==> src/rtl/debounce_pkg.sv <==
// Shared types, default timing and width helpers for the debounce bank.
// Channels and the bank top import this package.
package debounce_pkg;

    localparam int DEFAULT_N      = 4;
    localparam int DEFAULT_DELAY  = 1000000;
    localparam int DEFAULT_HOLD   = 50000000;
    localparam int DEFAULT_REPEAT = 20000000;

    typedef enum logic [1:0] {
        IDLE  = 2'd0,
        PRESS = 2'd1,
        HELD  = 2'd2
    } hold_state_t;

    // Bits needed to hold every value 0..max_val; never less than one bit.
    function automatic int cnt_width(input int max_val);
        return (max_val < 1) ? 1 : $clog2(max_val + 1);
    endfunction

    function automatic int max_int(input int a, input int b);
        return (a > b) ? a : b;
    endfunction

endpackage

==> src/rtl/debounce_if.sv <==
// Bundle of raw inputs and conditioned outputs for an N-channel debounce bank.
// master drives the raw inputs; slave is the conditioner side.
interface debounce_if #(
    parameter int N = 4
) ();

    logic [N-1:0] noisy;
    logic [N-1:0] clean;
    logic [N-1:0] rise;
    logic [N-1:0] fall;
    logic [N-1:0] held;
    logic [N-1:0] rpt;

    modport master (
        output noisy,
        input  clean, rise, fall, held, rpt
    );

    modport slave (
        input  noisy,
        output clean, rise, fall, held, rpt
    );

endinterface

==> src/rtl/debounce_channel.sv <==
// One switch channel: 2-FF synchroniser, stable-time debounce, edge strobes,
// and a hold/auto-repeat FSM driven by the debounced level.
module debounce_channel
    import debounce_pkg::*;
#(
    parameter int DELAY     = DEFAULT_DELAY,
    parameter int HOLD      = DEFAULT_HOLD,
    parameter int REPEAT    = DEFAULT_REPEAT,
    parameter bit REPEAT_EN = 1'b1,
    parameter bit RST_VAL   = 1'b0
) (
    input  logic clock,
    input  logic reset,
    input  logic noisy,
    output logic clean,
    output logic rise,
    output logic fall,
    output logic held,
    output logic rpt
);

    localparam int DW = cnt_width(DELAY);
    localparam int HW = cnt_width(max_int(HOLD, REPEAT));

    logic          sync1_q,   sync1_d;
    logic          sync2_q,   sync2_d;
    logic          pending_q, pending_d;
    logic          clean_q,   clean_d;
    logic [DW-1:0] dcnt_q,    dcnt_d;
    logic          rise_q,    rise_d;
    logic          fall_q,    fall_d;
    logic          held_q,    held_d;
    logic          rpt_q,     rpt_d;
    logic [HW-1:0] hcnt_q,    hcnt_d;
    hold_state_t   state_q,   state_d;

    always_comb begin
        sync1_d   = noisy;
        sync2_d   = sync1_q;
        pending_d = pending_q;
        clean_d   = clean_q;
        dcnt_d    = dcnt_q;

        // The count saturates at DELAY so a long-stable input never re-triggers.
        if (sync2_q != pending_q) begin
            pending_d = sync2_q;
            dcnt_d    = '0;
        end else if (dcnt_q == DW'(DELAY)) begin
            clean_d = pending_q;
        end else begin
            dcnt_d = dcnt_q + DW'(1);
        end

        rise_d = clean_d & ~clean_q;
        fall_d = ~clean_d & clean_q;
    end

    // The FSM looks at clean_d so held drops on the same edge that fall asserts.
    always_comb begin
        state_d = state_q;
        hcnt_d  = hcnt_q;
        held_d  = held_q;
        rpt_d   = 1'b0;

        case (state_q)
            IDLE: begin
                if (rise_d) begin
                    state_d = PRESS;
                    hcnt_d  = HW'(1);
                end
            end
            PRESS: begin
                if (!clean_d) begin
                    state_d = IDLE;
                    hcnt_d  = '0;
                    held_d  = 1'b0;
                end else if (hcnt_q == HW'(HOLD)) begin
                    state_d = HELD;
                    held_d  = 1'b1;
                    rpt_d   = REPEAT_EN;
                    hcnt_d  = HW'(1);
                end else begin
                    hcnt_d = hcnt_q + HW'(1);
                end
            end
            HELD: begin
                if (!clean_d) begin
                    state_d = IDLE;
                    hcnt_d  = '0;
                    held_d  = 1'b0;
                end else if (hcnt_q == HW'(REPEAT)) begin
                    rpt_d  = REPEAT_EN;
                    hcnt_d = HW'(1);
                end else begin
                    hcnt_d = hcnt_q + HW'(1);
                end
            end
            default: begin
                state_d = IDLE;
                hcnt_d  = '0;
                held_d  = 1'b0;
            end
        endcase
    end

    always_ff @(posedge clock or posedge reset) begin
        if (reset) begin
            sync1_q   <= RST_VAL;
            sync2_q   <= RST_VAL;
            pending_q <= RST_VAL;
            clean_q   <= RST_VAL;
            dcnt_q    <= '0;
            rise_q    <= 1'b0;
            fall_q    <= 1'b0;
            held_q    <= 1'b0;
            rpt_q     <= 1'b0;
            hcnt_q    <= '0;
            state_q   <= IDLE;
        end else begin
            sync1_q   <= sync1_d;
            sync2_q   <= sync2_d;
            pending_q <= pending_d;
            clean_q   <= clean_d;
            dcnt_q    <= dcnt_d;
            rise_q    <= rise_d;
            fall_q    <= fall_d;
            held_q    <= held_d;
            rpt_q     <= rpt_d;
            hcnt_q    <= hcnt_d;
            state_q   <= state_d;
        end
    end

    assign clean = clean_q;
    assign rise  = rise_q;
    assign fall  = fall_q;
    assign held  = held_q;
    assign rpt   = rpt_q;

endmodule

==> src/rtl/debounce_bank.sv <==
// N independent switch conditioners sharing only clock and reset.
// Each channel is a debounce_channel; outputs are gathered onto the interface.
module debounce_bank
    import debounce_pkg::*;
#(
    parameter int N         = DEFAULT_N,
    parameter int DELAY     = DEFAULT_DELAY,
    parameter int HOLD      = DEFAULT_HOLD,
    parameter int REPEAT    = DEFAULT_REPEAT,
    parameter bit REPEAT_EN = 1'b1,
    parameter bit RST_VAL   = 1'b0
) (
    input  logic       clock,
    input  logic       reset,
    debounce_if.slave  bus
);

    logic [N-1:0] clean_w;
    logic [N-1:0] rise_w;
    logic [N-1:0] fall_w;
    logic [N-1:0] held_w;
    logic [N-1:0] rpt_w;

    for (genvar i = 0; i < N; i++) begin : g_ch
        debounce_channel #(
            .DELAY     (DELAY),
            .HOLD      (HOLD),
            .REPEAT    (REPEAT),
            .REPEAT_EN (REPEAT_EN),
            .RST_VAL   (RST_VAL)
        ) u_ch (
            .clock (clock),
            .reset (reset),
            .noisy (bus.noisy[i]),
            .clean (clean_w[i]),
            .rise  (rise_w[i]),
            .fall  (fall_w[i]),
            .held  (held_w[i]),
            .rpt   (rpt_w[i])
        );
    end

    assign bus.clean = clean_w;
    assign bus.rise  = rise_w;
    assign bus.fall  = fall_w;
    assign bus.held  = held_w;
    assign bus.rpt   = rpt_w;

endmodule

==> src/flat_wrapper.sv <==
// flat-port wrapper written by rule: the top's interface ports become plain ports
module debounce_bank_flat import debounce_pkg::*;
#(
    parameter int N         = DEFAULT_N,
    parameter int DELAY     = DEFAULT_DELAY,
    parameter int HOLD      = DEFAULT_HOLD,
    parameter int REPEAT    = DEFAULT_REPEAT,
    parameter bit REPEAT_EN = 1'b1,
    parameter bit RST_VAL   = 1'b0
)
  (clock, reset, bus_noisy, bus_clean, bus_rise, bus_fall, bus_held, bus_rpt);
  debounce_if #(.N(N)) bus_i ();
  input  logic clock;
  input  logic reset;
  input wire logic [$bits(bus_i.noisy)-1:0] bus_noisy;
  output wire logic [$bits(bus_i.clean)-1:0] bus_clean;
  output wire logic [$bits(bus_i.rise)-1:0] bus_rise;
  output wire logic [$bits(bus_i.fall)-1:0] bus_fall;
  output wire logic [$bits(bus_i.held)-1:0] bus_held;
  output wire logic [$bits(bus_i.rpt)-1:0] bus_rpt;
  assign bus_i.noisy = bus_noisy;
  assign bus_clean = bus_i.clean;
  assign bus_rise = bus_i.rise;
  assign bus_fall = bus_i.fall;
  assign bus_held = bus_i.held;
  assign bus_rpt = bus_i.rpt;
  debounce_bank #(.N(N), .DELAY(DELAY), .HOLD(HOLD), .REPEAT(REPEAT), .REPEAT_EN(REPEAT_EN), .RST_VAL(RST_VAL)) u_core (.clock(clock), .reset(reset), .bus(bus_i));
endmodule
==> config.mk <==
export PLATFORM = sky130hd
export DESIGN_NAME = debounce_bank_flat
export DESIGN_NICKNAME = d
export VERILOG_FILES = /design/src/rtl/debounce_pkg.sv /design/src/rtl/debounce_if.sv /design/src/rtl/debounce_channel.sv /design/src/rtl/debounce_bank.sv /design/src/flat_wrapper.sv
export SDC_FILE = /design/constraint.sdc
export NUM_CORES = 1
export LEC_CHECK = 0
export BUFFER_PORTS_ARGS = -buffer_cell sky130_fd_sc_hd__buf_2
export CORE_MARGIN = 2
export CORE_UTILIZATION = 54
export CTS_CLUSTER_DIAMETER = 60
export CTS_CLUSTER_SIZE = 30
export DETAILED_ROUTE_END_ITERATION = 8
export HOLD_SLACK_MARGIN = 0.1
export PLACE_DENSITY = 0.67
export REMOVE_ABC_BUFFERS = 1
export SYNTH_ARGS = -nofsm -noshare
export SYNTH_HDL_FRONTEND = slang
export SYNTH_SLANG_ARGS = --single-unit
export TNS_END_PERCENT = 30
==> constraint.sdc <==
create_clock -name clock -period 7.9 [get_ports clock]
set_clock_uncertainty 0.05 [all_clocks]
set_input_delay 0.79 -clock clock [delete_from_list [all_inputs] [get_ports clock]]
set_output_delay 0.79 -clock clock [all_outputs]
set_load 0.01 [all_outputs]
== Word-level counts from Yosys, hierarchy flattened ==
Cells that the tools add are included.
Word-level totals
  output and inout port bits: 20
  word-level logic and storage cells: 220
  input port bits: 6
  register bits after elaboration: 224
Cells by class
  eq/ne operators: 40
  bitwise logic cells: 20
  mux-type cells: 96
  reduce and logical (&&, ||, !) cells: 12
  add/subtract/negate cells: 8
Operators by type and width (count)
  $mux 26: 20
  $pmux 26 s3: 4
  $mux 20: 8
  $add 26x1->26 const B: 4
  $eq 26x25->1 const B: 4
  $eq 26x26->1 const B: 4
  $add 20x1->20 const B: 4
  $eq 20x20->1 const B: 4
  $mux 1: 36
  $mux 2: 16
  $ne 2x2->1 const B: 12
  $pmux 2 s3: 4
  $reduce_and 3->1: 8
  $ne 3x3->1 const B: 4
  $not 1->1: 12
  $pmux 1 s3: 4
  $and 1x1->1: 8
  $eq 2x1->1 const B: 4
  $eq 2x2->1 const B: 4
  $logic_not 2->1: 4
  $pmux 1 s2: 4
  $ne 1x1->1: 4

== Logic depth before layout (Yosys ltp) ==
  word-level depth: 6
  mapped depth: 10
  mapped depth without buffers: 8

== Modules after synthesis ==
A second synthesis with hierarchy kept.
Second synthesis, totals
  cells, all modules: 1430
  area total of the unflattened synthesis: 12806.0 um2
Modules (own cells, without submodules)
  debounce_channel at u_core.g_ch[1].u_ch ...: area an instance 3194.3 um2, cells each 358, instances 2
  debounce_channel at u_core.g_ch[0].u_ch: area an instance 3211.8 um2, cells each 352, instances 1
  debounce_channel at u_core.g_ch[3].u_ch: area an instance 3205.6 um2, cells each 362, instances 1

== Worst setup path after synthesis ==
No wires, ideal clock.
  path type: reg-to-reg
  start: reg u_core.g_ch[2].u_ch.hcnt_q[15]
  end: reg u_core.g_ch[2].u_ch.hcnt_q[6]
  setup slack: 5.560 ns
  data arrival time: 2.155 ns
  path buffers: 1
  stages on the path, launching flop included: 8
  path through: dfrtp_1 > or4b_1 > or4_1 > nor4_2 > o2bb2ai_1 > buf_2 > nand3_1 > o211ai_1
On the way
  word-level cells in the longest chain between the ends: 4
Ends and longest elaborated chain
  from (decl): RTL line debounce_channel.sv:34  | logic [HW-1:0] hcnt_q, hcnt_d;
  from (signal assigned): RTL line debounce_channel.sv:129  | hcnt_q <= hcnt_d;
  $eq 26x25->1 / $eq 26x26->1 (equally long branches): RTL line debounce_channel.sv:91, debounce_channel.sv:77
  $mux 26, on equally long branches: RTL line debounce_channel.sv:91, debounce_channel.sv:77
  $mux 26, on equally long branches: RTL line debounce_channel.sv:87, debounce_channel.sv:73
  $pmux 26 s3 (*): RTL line debounce_channel.sv:65  | case (state_q)
Every way passes the cells marked *; elsewhere a longest branch is shown, timed or not.
A chain may end at the register's enable or synchronous reset.

== Final worst setup path ==
  start: reg u_core.g_ch[0].u_ch.dcnt_q[2]
  end: reg u_core.g_ch[0].u_ch.hcnt_q[2]
On the way
  word-level cells in the longest chain between the ends: 5
Ends and longest elaborated chain
  from (decl): RTL line debounce_channel.sv:29  | logic [DW-1:0] dcnt_q, dcnt_d;
  from (signal assigned): RTL line debounce_channel.sv:124  | dcnt_q <= dcnt_d;
  $eq 20x20->1: RTL line debounce_channel.sv:48  | end else if (dcnt_q == DW'(DELAY)) begin
  $mux 1: RTL line debounce_channel.sv:48
  $mux 1: RTL line debounce_channel.sv:45  | if (sync2_q != pending_q) begin
  $and 1x1->1: RTL line debounce_channel.sv:54  | rise_d = clean_d & ~clean_q;
  named net u_core.g_ch[0].u_ch.rise_d: RTL line debounce_channel.sv:30  | logic rise_q, rise_d;
  $ne 2x2->1 (no line)
  to (signal assigned): RTL line debounce_channel.sv:129
  to (decl): RTL line debounce_channel.sv:34
The timed path passes the listed nets, and every way through them passes these cells.

==> run_results.csv <==
group,metric,value,unit
floorplanning,rows,56,
worst_setup_path,crit_top_cell,"nand3_1",
synthesis,synth_area_leader_cell,"dfrtp_1",
global_routing,grt_usage,21.7,%
synthesis,synth_edf_count,0,
synthesis,synthArstFlopShare,100,%
routing,drc,0,
worst_hold_path,hold_class,"reg2reg",
routing,drtAntennaViolNets,0,
sta,holdWs,0.300,ns
clock_tree,cts_sinks,224,
finish,antenna_cells,0,
sta,max_freq,317,MHz
floorplanning,die-area,0.0248,sq mm
synthesis,yosysWarnings,0,
sta,period_needed,3.15,ns
clock_tree,cts_buffers,23,
place,place_area,0.0129,sq mm
finish,final_layout_size_suffix_gt1_share,7.56,%
floorplanning,die_y,157,um
worst_setup_path,critPathArrivalTime,3.53,ns
routing,vias_per_cell,5.88,
synthesis,synth-seq-cells,224,
sta,setup_tns,0,ns
pwr,p_per_area,174,mW/mm^2
worst_setup_path,startpoint_type,"flip-flop",
finish,area_delta_synth_final,7.69,%
synthesis,syn_area,0.0127,sq mm
global_routing,antenna_found_initial,0,
clock_tree,cts-root-buf,"clkbuf_16",
worst_hold_path,hold_start,"u_core.g_ch[3].u_ch.sync1_q$_DFF_PP0_",
clock_tree,cts_max_level,1,
sta,hold_violations,0,
synthesis,synth.top_cell.area_share,44.1,%
place,numPortBuffers,25,
worst_setup_path,rrSetupSlack,4.75,ns
worst_setup_path,rr_worst_depth,6,
global_routing,grt_pass1_wl,45600,um
place,hpwl,17500,um
worst_setup_path,critPathMaxFanout,15,
outcome,status,"finished, final reports clean",
worst_hold_path,min_to,"u_core.g_ch[3].u_ch.sync2_q$_DFF_PP0_",
worst_setup_path,worstSetupPathType,"reg2reg",
routing,wirelength,26500,um
synthesis,yosysMostFrequentCell,"dfrtp_1",
worst_setup_path,reg2reg_to,"u_core.g_ch[0].u_ch.hcnt_q[2]$_DFFE_PP0P_",
sta,setup-violations-final,0,
floorplanning,core_area,0.0233,sq mm
global_routing,grt_pass1_vias,9552,
clock_tree,cts_buffer_depth,3,
floorplanning,start_util,54.5,%
finish,nFillCells,2051,
sta,slew_violations,0,
place,place_congestion,0.825,
finish,fin_area,0.0137,sq mm
synthesis,ys_top_cells_by_count,"224 x dfrtp_1, 144 x nor2_1, 110 x inv_1, 101 x nand2_1, 92 x nand3_1",
global_routing,grt_max_degree,123,
routing,wire_per_inst,15.3,um
worst_setup_path,cp_cell_sequence,"nor4b_1, nand3_1, nor4_1, nand2b_1, nand3_1, o22ai_1",
worst_setup_path,worstReg2RegStart,"u_core.g_ch[0].u_ch.dcnt_q[2]$_DFFE_PP0P_",
worst_setup_path,slowest_stage,"nand3_1",
synthesis,syn-instance-count,1414,
pwr,ir_worst_vdd,0.146,mV
worst_setup_path,cpPeakStageDelay,0.59,ns
clock_tree,hold_buffers,0,
floorplanning,ios,26,
clock_tree,insertion_delay,0.52,ns
floorplanning,fp.dieW,157,um
sta,worstMarginPinSlew,1.17,ns
sta,rsz0062_at_grt,"false",
synthesis,synth.distinct_cells,81,
clock_tree,cts_tree,"built",
clock_tree,cts_resized,0,
worst_hold_path,hold_depth,0,
finish,nNetsFinal,1437,
sta,min_period_over_period,39.9,%
pwr,p_leak,5.59,nW
worst_setup_path,required,8.28,ns
job,maxCapViolCount,0,
clock_tree,post_cts_buffers,0,
synthesis,synthFlopType,"dfrtp_1",
sta,maxSlewHeadroom,22.1,%
routing,drt-pass1-iter-count,5,
synthesis,ys_seq_area_share,44.1,%
routing,drt_iter0_markers,691,
worst_setup_path,cp-end-kind,"flip-flop",
routing,vias,10200,
clock_tree,cts.clk_slew.worst_paths,0.07,ns
synthesis,synth.area.top_cells,"dfrtp_1 44%, nor2_1 4.2%, xor2_1 3.6%",
synthesis,syn_area_per_cell,9.00,sq um
global_routing,overflow,0,
layout make-up:
type / instances / area [sq um] / area share [%]
Clock buffer: 25 / 593 / 4.33
Timing Repair Buffer: 36 / 208 / 1.52
Multi-Input combinational cell: 1004 / 6280 / 45.8
Clock inverter: 16 / 196 / 1.43
Tap cell: 319 / 399 / 2.91
Inverter: 110 / 420 / 3.07
Sequential cell: 224 / 5610 / 40.9
critical path: cells and delay by family (launching register included):
family | cells | cell delay (ns)
flip-flops | 1 | 0.44
AND/OR/NAND/NOR | 5 | 2.22
AO/OA/AOI/OAI | 1 | 0.35
metrics by stage:
stage                     utilization, %  worst slack [ns]  power, mW  instances
final                               58.7              4.75       2.38       1734
after global routing                58.7              4.45       2.48       1734
after CTS                           58.7              4.76       2.42       1734
after detailed placement            55.3              4.78       1.28       1693
after global placement              55.3              4.83       1.28       1693
after floorplan                        -             0.926       1.25       1338
worst max path at each step:
| stage | from | to | depth (start not counted) |
|---|---|---|---|
| 2_1_floorplan | reset | u_core.g_ch[0].u_ch.clean$_DFF_PP0_ | 1 |
| 3_3_place_gp | reset | u_core.g_ch[0].u_ch.dcnt_q[2]$_DFFE_PP0P_ | 4 |
| 3_5_place_dp | u_core.g_ch[0].u_ch.dcnt_q[2]$_DFFE_PP0P_ | u_core.g_ch[0].u_ch.hcnt_q[5]$_DFFE_PP0P_ | 6 |
| 4_1_cts | u_core.g_ch[0].u_ch.dcnt_q[2]$_DFFE_PP0P_ | u_core.g_ch[0].u_ch.hcnt_q[2]$_DFFE_PP0P_ | 6 |
| 5_1_grt | u_core.g_ch[0].u_ch.dcnt_q[2]$_DFFE_PP0P_ | u_core.g_ch[0].u_ch.hcnt_q[7]$_DFFE_PP0P_ | 6 |
| 6_report | u_core.g_ch[0].u_ch.dcnt_q[2]$_DFFE_PP0P_ | u_core.g_ch[0].u_ch.hcnt_q[2]$_DFFE_PP0P_ | 6 |
cell families after synthesis:
group	count (synthesis)	synth area share (%)
mux	6	0.472
compound gates	251	13.3
buf+inv	186	6.73
flops	224	44.1
simple gates	622	25.8
fa+ha+maj	32	3.15
xor+xnor	93	6.40
flip-flops by register name, summed over array words and instances, names as in the netlist:
| signal | count |
|---|---|
| u_core.g_ch.u_ch.hcnt_q | 104 |
| u_core.g_ch.u_ch.dcnt_q | 80 |
| u_core.g_ch.u_ch.state_q | 8 |
| u_core.g_ch.u_ch.clean | 4 |
| u_core.g_ch.u_ch.fall | 4 |
| u_core.g_ch.u_ch.held | 4 |
| u_core.g_ch.u_ch.pending_q | 4 |
| u_core.g_ch.u_ch.rise | 4 |
| u_core.g_ch.u_ch.rpt | 4 |
| u_core.g_ch.u_ch.sync1_q | 4 |
| u_core.g_ch.u_ch.sync2_q | 4 |
metal layers:
layer  share of wire, %  track usage (%)
met2                 47             35.3
met5                  0                0
met1                 48             31.1
met4                1.6             4.55
met3                3.6             2.86
where the power goes:
group	leakage, nW	switching, mW	total [mW]	internal (mW)
Combinational	2.11	0.0553	0.0779	0.0225
Sequential	3.09	0.0167	1.18	1.16
Clock	0.389	0.500	1.13	0.629
Total	5.59	0.572	2.38	1.81
placed cells by master (no fill, tap or decap), types with 9 or more instances in the layout:
cell,count
ha_1,32
nand3_1,92
inv_1,109
nor4_1,26
o22ai_1,51
nand2_1,101
o21ai_0,33
dfrtp_1,224
xor2_1,52
a31oi_1,53
a22o_1,9
nor4b_1,16
nor3_1,34
and3_1,29
nand4_1,67
or3_1,26
buf_2,25
xnor2_1,40
a21oi_1,38
nor2_1,144
clkbuf_16,23
buf_4,11
nand2b_1,20
Power figures use the tool's default switching activity.
